`src/rtl/idecode_stage.sv`:
```
// RV32I/RV64I decode stage: combinational field/immediate decode registered behind a
// valid/ready handshake, with an optional 2-entry skid so in_ready comes straight from a flop.
module idecode_stage #(
  parameter int XLEN = 32,
  parameter int SKID = 1
) (
  input  logic            clk,
  input  logic            rst,
  input  logic            in_valid,
  output logic            in_ready,
  input  logic [31:0]     in_instr,
  output logic            out_valid,
  input  logic            out_ready,
  output logic [XLEN-1:0] out_imm,
  output logic [4:0]      out_rs1,
  output logic [4:0]      out_rs2,
  output logic [4:0]      out_rd,
  output logic [6:0]      out_opcode,
  output logic [2:0]      out_funct3,
  output logic [6:0]      out_funct7,
  output logic [2:0]      out_fmt,
  output logic            out_illegal
);
  localparam logic [6:0] OP_LUI    = 7'b0110111;
  localparam logic [6:0] OP_AUIPC  = 7'b0010111;
  localparam logic [6:0] OP_JAL    = 7'b1101111;
  localparam logic [6:0] OP_JALR   = 7'b1100111;
  localparam logic [6:0] OP_LOAD   = 7'b0000011;
  localparam logic [6:0] OP_IMM    = 7'b0010011;
  localparam logic [6:0] OP_MISC   = 7'b0001111;
  localparam logic [6:0] OP_SYS    = 7'b1110011;
  localparam logic [6:0] OP_STORE  = 7'b0100011;
  localparam logic [6:0] OP_BRANCH = 7'b1100011;
  localparam logic [6:0] OP_OP     = 7'b0110011;

  typedef enum logic [2:0] {
    F_R = 3'd0, F_I = 3'd1, F_S = 3'd2, F_B = 3'd3, F_U = 3'd4, F_J = 3'd5, F_ILL = 3'd7
  } fmt_e;

  // Raw word is kept so field outputs pass through even for illegal encodings.
  typedef struct packed {
    logic [XLEN-1:0] imm;
    logic [31:0]     instr;
    fmt_e            fmt;
  } dec_t;

  logic [6:0]         op, f7;
  logic [2:0]         f3;
  logic               bad;
  fmt_e               fmt;
  logic signed [31:0] raw;
  dec_t               dec;

  assign op = in_instr[6:0];
  assign f3 = in_instr[14:12];
  assign f7 = in_instr[31:25];

  always_comb begin
    fmt = F_ILL;
    bad = 1'b0;
    raw = '0;
    case (op)
      OP_LUI, OP_AUIPC: fmt = F_U;
      OP_JAL:           fmt = F_J;
      OP_MISC, OP_SYS:  fmt = F_I;
      OP_JALR: begin fmt = F_I; bad = (f3 != 3'b000); end
      OP_LOAD: begin
        fmt = F_I;
        bad = (f3 == 3'b111) || (XLEN == 32 && (f3 == 3'b011 || f3 == 3'b110));
      end
      OP_IMM: begin
        fmt = F_I;
        if (f3 == 3'b001) bad = (in_instr[31:26] != 6'b000000);
        if (f3 == 3'b101) bad = (in_instr[31:26] != 6'b000000) && (in_instr[31:26] != 6'b010000);
        // shamt[5] only exists on RV64
        if (XLEN == 32 && f3[1:0] == 2'b01 && in_instr[25]) bad = 1'b1;
      end
      OP_STORE:  begin fmt = F_S; bad = f3[2] || (XLEN == 32 && f3 == 3'b011); end
      OP_BRANCH: begin fmt = F_B; bad = (f3[2:1] == 2'b01); end
      OP_OP: begin
        fmt = F_R;
        bad = !((f7 == 7'b0000000) || (f7 == 7'b0100000 && (f3 == 3'b000 || f3 == 3'b101)));
      end
      default: fmt = F_ILL;
    endcase
    if (bad) fmt = F_ILL;
    case (fmt)
      F_U:     raw = {in_instr[31:12], 12'b0};
      F_J:     raw = {{11{in_instr[31]}}, in_instr[31], in_instr[19:12], in_instr[20], in_instr[30:21], 1'b0};
      F_I:     raw = {{20{in_instr[31]}}, in_instr[31:20]};
      F_S:     raw = {{20{in_instr[31]}}, in_instr[31:25], in_instr[11:7]};
      F_B:     raw = {{19{in_instr[31]}}, in_instr[31], in_instr[7], in_instr[30:25], in_instr[11:8], 1'b0};
      default: raw = '0;
    endcase
    dec.imm   = XLEN'(raw);
    dec.instr = in_instr;
    dec.fmt   = fmt;
  end

  dec_t out_q, out_d, skid_q, skid_d;
  logic out_vld_q, out_vld_d, skid_full_q, skid_full_d, rdy_q;
  logic in_xfer, out_xfer;

  assign in_ready = (SKID != 0) ? rdy_q : (!out_vld_q || out_ready);
  assign in_xfer  = in_valid && in_ready;
  assign out_xfer = out_vld_q && out_ready;

  always_comb begin
    out_d       = out_q;
    out_vld_d   = out_vld_q;
    skid_d      = skid_q;
    skid_full_d = skid_full_q;
    if (SKID != 0) begin
      if (!out_vld_q || out_xfer) begin
        if (skid_full_q) begin
          out_d       = skid_q;
          out_vld_d   = 1'b1;
          skid_full_d = 1'b0;
        end else if (in_xfer) begin
          out_d     = dec;
          out_vld_d = 1'b1;
        end else begin
          out_vld_d = 1'b0;
        end
      end else if (in_xfer) begin
        skid_d      = dec;
        skid_full_d = 1'b1;
      end
    end else begin
      if (in_xfer) begin
        out_d     = dec;
        out_vld_d = 1'b1;
      end else if (out_xfer) begin
        out_vld_d = 1'b0;
      end
    end
  end

  always_ff @(posedge clk or posedge rst) begin
    if (rst) begin
      out_q       <= '0;
      skid_q      <= '0;
      out_vld_q   <= 1'b0;
      skid_full_q <= 1'b0;
      rdy_q       <= 1'b1;
    end else begin
      out_q       <= out_d;
      skid_q      <= skid_d;
      out_vld_q   <= out_vld_d;
      skid_full_q <= skid_full_d;
      rdy_q       <= !skid_full_d;
    end
  end

  assign out_valid   = out_vld_q;
  assign out_imm     = out_q.imm;
  assign out_rs1     = out_q.instr[19:15];
  assign out_rs2     = out_q.instr[24:20];
  assign out_rd      = out_q.instr[11:7];
  assign out_opcode  = out_q.instr[6:0];
  assign out_funct3  = out_q.instr[14:12];
  assign out_funct7  = out_q.instr[31:25];
  assign out_fmt     = out_q.fmt;
  assign out_illegal = (out_q.fmt == F_ILL);
endmodule

```
`config.mk`:
```
export PLATFORM = sky130hd
export DESIGN_NAME = idecode_stage
export DESIGN_NICKNAME = d
export VERILOG_FILES = /design/src/rtl/idecode_stage.sv
export SDC_FILE = /design/constraint.sdc
export NUM_CORES = 1
export LEC_CHECK = 0
export ABC_AREA = 0
export BUFFER_PORTS_ARGS = -buffer_cell sky130_fd_sc_hd__buf_2
export CAP_MARGIN = 5
export CORE_UTILIZATION = 40
export CTS_CLUSTER_DIAMETER = 200
export DETAILED_ROUTE_END_ITERATION = 16
export HOLD_SLACK_MARGIN = 0.08
export PLACE_DENSITY = 0.73
export SLEW_MARGIN = 10
export SYNTH_ARGS = -nofsm -noshare
export SYNTH_HDL_FRONTEND = slang
export SYNTH_SLANG_ARGS = --single-unit
```
`constraint.sdc`:
```
create_clock -name clk -period 4.01 [get_ports clk]
set_input_delay 0.401 -clock clk [delete_from_list [all_inputs] [get_ports clk]]
set_output_delay 0.401 -clock clk [all_outputs]
set_load 0.02 [all_outputs]
```
* Yosys cells after proc, flatten, opt, wreduce, memory -nomap -nowiden
Cells that the tools add are included.
** Storage, ports and cells
- Register bits after elaboration :: 137
- Output and inout bits :: 70
** Cells by class
- Eq/ne operators :: 26
- Multiplexer cells :: 13
- Bitwise logic cells :: 1
- Reductions and logical operators :: 23
** Operators by type and width (count)
- 32-bit case mux with 5 select lines :: 1
- 67-bit two-way mux :: 2
- 7-bit by 6-bit == test with 1-bit output, second input constant :: 4
- 7-bit == test, second input constant :: 4
- 3-bit == test, second input constant :: 6
- 3-bit case mux with 6 select lines :: 1
- 7-bit by 5-bit == test with 1-bit output, second input constant :: 2
- 3-bit by 2-bit == test with 1-bit output, second input constant :: 3
- 7-bit by 2-bit == test with 1-bit output, second input constant :: 1
- 7-bit by 4-bit == test with 1-bit output, second input constant :: 1
- 7-bit zero test :: 1
- 1-bit two-way mux :: 7
- 3-bit by 1-bit == test with 1-bit output, second input constant :: 2
- 1-bit logical OR :: 6
- 6-bit by 5-bit inequality test with 1-bit output, second input constant :: 1
- 1-bit case mux with 6 select lines :: 1
- 6-bit nonzero test :: 1
- 1-bit logical AND :: 5
- 5-bit OR reduction :: 1
- 2-bit by 1-bit == test with 1-bit output, second input constant :: 2
- 2-bit AND reduction :: 2
- 1-bit zero test :: 3
- 3-bit zero test :: 1
- 3-bit two-way mux :: 1
- other kinds (4) :: 4

* Longest topological paths before layout
- Depth after elaboration :: 11
- Depth in mapped cells :: 9
- Mapped depth without buffers :: 6

* Least setup slack after synthesis
No wires, ideal clock.
- Path kind :: in2reg
- From :: in in_instr[6]
- To :: reg out_q, in the netlist out_imm[5]
- Arrival time :: 1.997 ns
- Setup slack :: 1.886 ns
- Cell stages on the path :: 7
- Path buffers :: 1
- Path through :: buf_6 > or4b_4 > nor4b_2 > a21o_1 > nor2_2 > o21a_4 > a221o_2
** On the way
- Longest elaborated chain between the ends :: 8
- Elaborated cells on any way between the ends :: 24
- Classes of those cells :: eq/ne: 16; mux: 6; reduce/logical: 2
** Ends and longest elaborated chain
- from (decl) :: line 11 : input logic [31:0] in_instr,
- 7-bit by 5-bit == test with 1-bit output, or another cell as far along :: line 62 : case (op)
- 5-bit OR reduction (no source line) or 2-bit OR reduction (tied branches)
- 3-bit case mux with 6 select lines :: line 62
- 3-bit two-way mux * :: line 86 : if (bad) fmt = F_ILL;
- 3-bit by 2-bit == test with 1-bit output, or another cell as far along :: line 87 : case (fmt)
- 32-bit case mux with 5 select lines * :: line 87
- 67-bit two-way mux * :: line 119 : end else if (in_xfer) begin
- 67-bit two-way mux * :: line 115 : if (skid_full_q) begin
- to (signal assigned) :: line 147 : out_q <= out_d;
- to (decl) :: line 100 : dec_t out_q, out_d, skid_q, skid_d;
Every way passes the cells marked *; elsewhere a longest branch is shown, timed or not. The select of a mux whose other input is x is not followed.
A chain may end at the register's enable or synchronous reset.

* Worst setup path after layout
- From :: in in_instr[2]
- To :: reg skid_q[56] (netlist name)
** On the way
- Longest elaborated chain between the ends :: 6
- Elaborated cells on any way between the ends :: 22
- Classes of those cells :: eq/ne: 16; mux: 4; reduce/logical: 2
** Ends and longest elaborated chain
- 7-bit by 5-bit == test with 1-bit output, or another cell as far along :: line 62
- 5-bit OR reduction (no source line) or 2-bit OR reduction (tied branches)
- 3-bit case mux with 6 select lines :: line 62
- 3-bit two-way mux * :: line 86
- 3-bit by 2-bit == test with 1-bit output, or another cell as far along :: line 87
- 32-bit case mux with 5 select lines * :: line 87
- to (signal assigned) :: line 148 : skid_q <= skid_d;
- to (decl) :: line 100
Every way passes the cells marked *; elsewhere a longest branch is shown, timed or not.

==> reports/qor.csv <==
metric,value,unit
share of the synthesized area in compound gates (AO/OA/AOI/OAI),0.160,
per-cell via count in the routed design,5.26,
Slew Limit Fails,0,
largest net degree at the start of global routing,97,
global-route wire length before repair,26.2,mm
combinational family with the most area after synthesis,simple AND/OR/NAND/NOR gates,
leading cell types by total area after synthesis,"sky130_fd_sc_hd__dfrtp_1 (52%), sky130_fd_sc_hd__nand2_1 (9.5%), sky130_fd_sc_hd__o21ai_0 (4.5%)",
largest area contributor in the synthesized netlist,sky130_fd_sc_hd__dfrtp_1,
TritonCTS Buffers,17,
diode count,0,
Static Leak,3.70,nW
Core ar.,15900,um2
"FFs w/ async S/R, synth",1.00,
proportion of synthesized chip area in sequential cells,0.528,
setup violators final,0,
number of different library cells in the post-synthesis netlist,55,
proportion of synthesized area in mux cells,0.0447,
Critical Path RT,4.26,ns
RSZ-0062 raised after global routing,no,
wire length per cell,16.2,um
overall track demand over capacity in global routing,0.205,
power after layout,4.45,mW
vias after detailed routing,5283,
post-route setup TNS,0,ns
xor and xnor fraction of the mapped netlist area,0.00135,
final antenna-violating net count,0,
buffer count from post-CTS setup fixing,0,
Slowest Stage Delay on Critical Path,0.79,ns
status,"finished, final reports clean",
post-synthesis cell area,6490,um2
DRT Wirelength,16.3,mm
die outline width,129,um
HPWL after detailed placement,10.3,mm
tightest slew margin relative to the limit,0.250,
share of the clock period used by the worst path,0.605,
Worst Path Arrival,2.67,ns
number of synthesized flops with an enable pin,0,
Post-Synth Simple-Gate Area,0.219,
power density over the cells,576,nW/um2
drt initial violations,397,
startpoint types,primary input,
adder-cell share of the synthesized area,0,
GR Overflow Total,0,
type of the tightest min-delay check,in2async,
cells along the critical path,buf_2 -> or4b_4 -> nor4b_2 -> a21o_1 -> nor2_2 -> o211ai_1 -> nand3_1,
initial standard-cell utilization of the core,0.409,
transition time at the pin with the least slew margin,1.12,ns
number of warnings issued by yosys,0,
Die Area,16700,um2
syn_nets,738,
input/output buffers,105,
H-tree level count,4,
skew final,0.0108,ns
number of I/O pins,106,
initial antenna violation count,0,
hold violation total from the final report,0,
Top delay family on crit path,simple AND/OR/NAND/NOR gates,
number of detailed-route iterations in the first pass,5,
Root Buffer,sky130_fd_sc_hd__clkbuf_16,
# hold bufs at CTS,0,
"flops & latches, synth",137,
buffer and inverter count on the worst path,1,
slowest cell on the critical path,sky130_fd_sc_hd__o211ai_1,
sinks on the clock net,137,
Avg Inst Size Synth,9.25,um2
TritonCTS clock tree,built,
portion of synthesized cell area occupied by the leading cell type,0.524,
number of buffers on the longest clock path,2,
Area growth syn-to-layout,19.2,%
most frequent standard cell in the layout excluding fill and tap cells,sky130_fd_sc_hd__nand2_1,
Worst VDD drop,0.326,mV
number of DRC violations after detailed routing,0,
critical path start-end classification,in2reg,
via count of the first global-routing pass,4976,
"commonest cells after routing, fill and taps aside","sky130_fd_sc_hd__nand2_1 (163), sky130_fd_sc_hd__dfrtp_1 (135), sky130_fd_sc_hd__buf_2 (105), sky130_fd_sc_hd__o21ai_0 (59), sky130_fd_sc_hd__a21oi_1 (57)",
"Net count, final",812,
Peak Freq,0.413,GHz
number of maximum-capacitance constraint violations,0,
die extent in y,129,um
Crit. End Element,flip-flop,
most used flip-flop cell after synthesis,sky130_fd_sc_hd__dfrtp_1,
post-CTS resize count,0,
Post-Synthesis Cells,702,
min Tclk post-route,2.42,ns
standard-cell rows,46,
Final GP Congestion,0.839,
clock insertion delay at the later pin of the skew report,0.42,ns
fraction of final layout cells with drive strength greater than 1,0.212,
largest fanout on the critical path,15,
post-CTS clock slew at the launch and capture registers of the worst setup and hold paths,0.06,ns
==> worst register-to-register path: stages (launching register included) <==
cell and delay, ns:
sky130_fd_sc_hd__dfrtp_4 1.09, sky130_fd_sc_hd__a21o_1 0.21, sky130_fd_sc_hd__nand2_4 0.21, sky130_fd_sc_hd__buf_12 0.29, sky130_fd_sc_hd__a221o_2 0.43
==> sequential cells by signal, indices dropped and copies added (netlist names) <==
signal,count
out_rd,5
out_fmt,3
skid_full_q,1
out_rs1,5
skid_q,67
out_valid,1
out_funct7,7
in_ready,1
out_imm,32
out_funct3,3
out_rs2,5
out_opcode,7
==> cells by family (layout without fill, tap and decap cells) <==
group | count (synthesis) | after routing
xor+xnor | 1 | 1
simple gates | 302 | 302
compound gates | 168 | 168
flops | 137 | 137
mux | 29 | 29
buf+inv | 65 | 152
==> metrics by stage <==
step                hold slack, ns  setup slack [ns]  instance area [um2]  std cells   util
CTS                          0.192              1.62                 7740       1005  0.487
detailed placement           0.462              1.20                 7130        973  0.449
global placement             0.454              1.29                 7130        973  0.449
finish                       0.174              1.59                 7740       1005  0.487
floorplan                    0.442              1.89                 6490        702      -
global route                 0.211              1.42                 7740       1005  0.487
==> synthesized netlist by cell type (2+ instances only) <==
master / number
sky130_fd_sc_hd__o41ai_1: 11
sky130_fd_sc_hd__dfrtp_1: 136
sky130_fd_sc_hd__o21ai_0: 59
sky130_fd_sc_hd__a221o_1: 5
sky130_fd_sc_hd__or3_1: 2
sky130_fd_sc_hd__mux2i_1: 29
sky130_fd_sc_hd__a22o_1: 5
sky130_fd_sc_hd__and2_1: 3
sky130_fd_sc_hd__clkbuf_1: 41
sky130_fd_sc_hd__nor2b_1: 20
sky130_fd_sc_hd__nor2_1: 35
sky130_fd_sc_hd__a221oi_1: 8
sky130_fd_sc_hd__buf_2: 8
sky130_fd_sc_hd__buf_6: 5
sky130_fd_sc_hd__inv_1: 6
sky130_fd_sc_hd__o31ai_1: 2
sky130_fd_sc_hd__and2_4: 2
sky130_fd_sc_hd__nand3_1: 27
sky130_fd_sc_hd__o22ai_1: 2
sky130_fd_sc_hd__nor4_1: 2
sky130_fd_sc_hd__a21oi_1: 57
sky130_fd_sc_hd__a21o_1: 4
sky130_fd_sc_hd__nor3_1: 2
sky130_fd_sc_hd__nand2_1: 164
sky130_fd_sc_hd__nand3b_1: 16
sky130_fd_sc_hd__buf_1: 2
sky130_fd_sc_hd__nand2b_1: 5
sky130_fd_sc_hd__buf_4: 2
sky130_fd_sc_hd__o21a_4: 2
sky130_fd_sc_hd__and3_1: 14
sky130_fd_sc_hd__nand4b_1: 2
==> area by class of cell <==
cell class / count / area, um2
fillers: 1538 / 8150
flip-flops and latches: 137 / 3430
multi-input cells: 500 / 2780
repair buffers: 114 / 618
clock buffers: 18 / 439
well taps: 216 / 270
clock inverters: 14 / 171
inverters: 6 / 26.3
==> power by group <==
part | switching (mW) | internal (mW)
sequential | 0.181 | 1.68
clock | 0.615 | 0.996
combinational | 0.633 | 0.347
total | 1.43 | 3.02
==> worst paths after layout <==
| check | slack (ns) | to | start | depth (start not counted) |
|---|---|---|---|---|
| max | 1.59 | skid_q[56]$_DFFE_PP0P_ | in_instr[2] | 7 |
| min | 0.17 | out_imm[27]$_DFFE_PP0P_ | rst | 2 |
| max reg2reg | 1.66 | out_imm[5]$_DFFE_PP0P_ | skid_full_q$_DFF_PP0_ | 4 |
| min reg2reg | 0.47 | skid_q[21]$_DFFE_PP0P_ | skid_q[21]$_DFFE_PP0P_ | 2 |
| max in group asynchronous | 2.82 | skid_full_q$_DFF_PP0_ | rst | 3 |
| min in group clk | 0.21 | skid_q[11]$_DFFE_PP0P_ | in_instr[8] | 3 |
==> layer usage <==
metal	wire length (um)	global-route usage
met4	385	0.0893
met2	7390	0.315
met1	7630	0.274
met5	0	0
met3	853	0.0537
No activity file was read; power rests on OpenSTA's default activity.
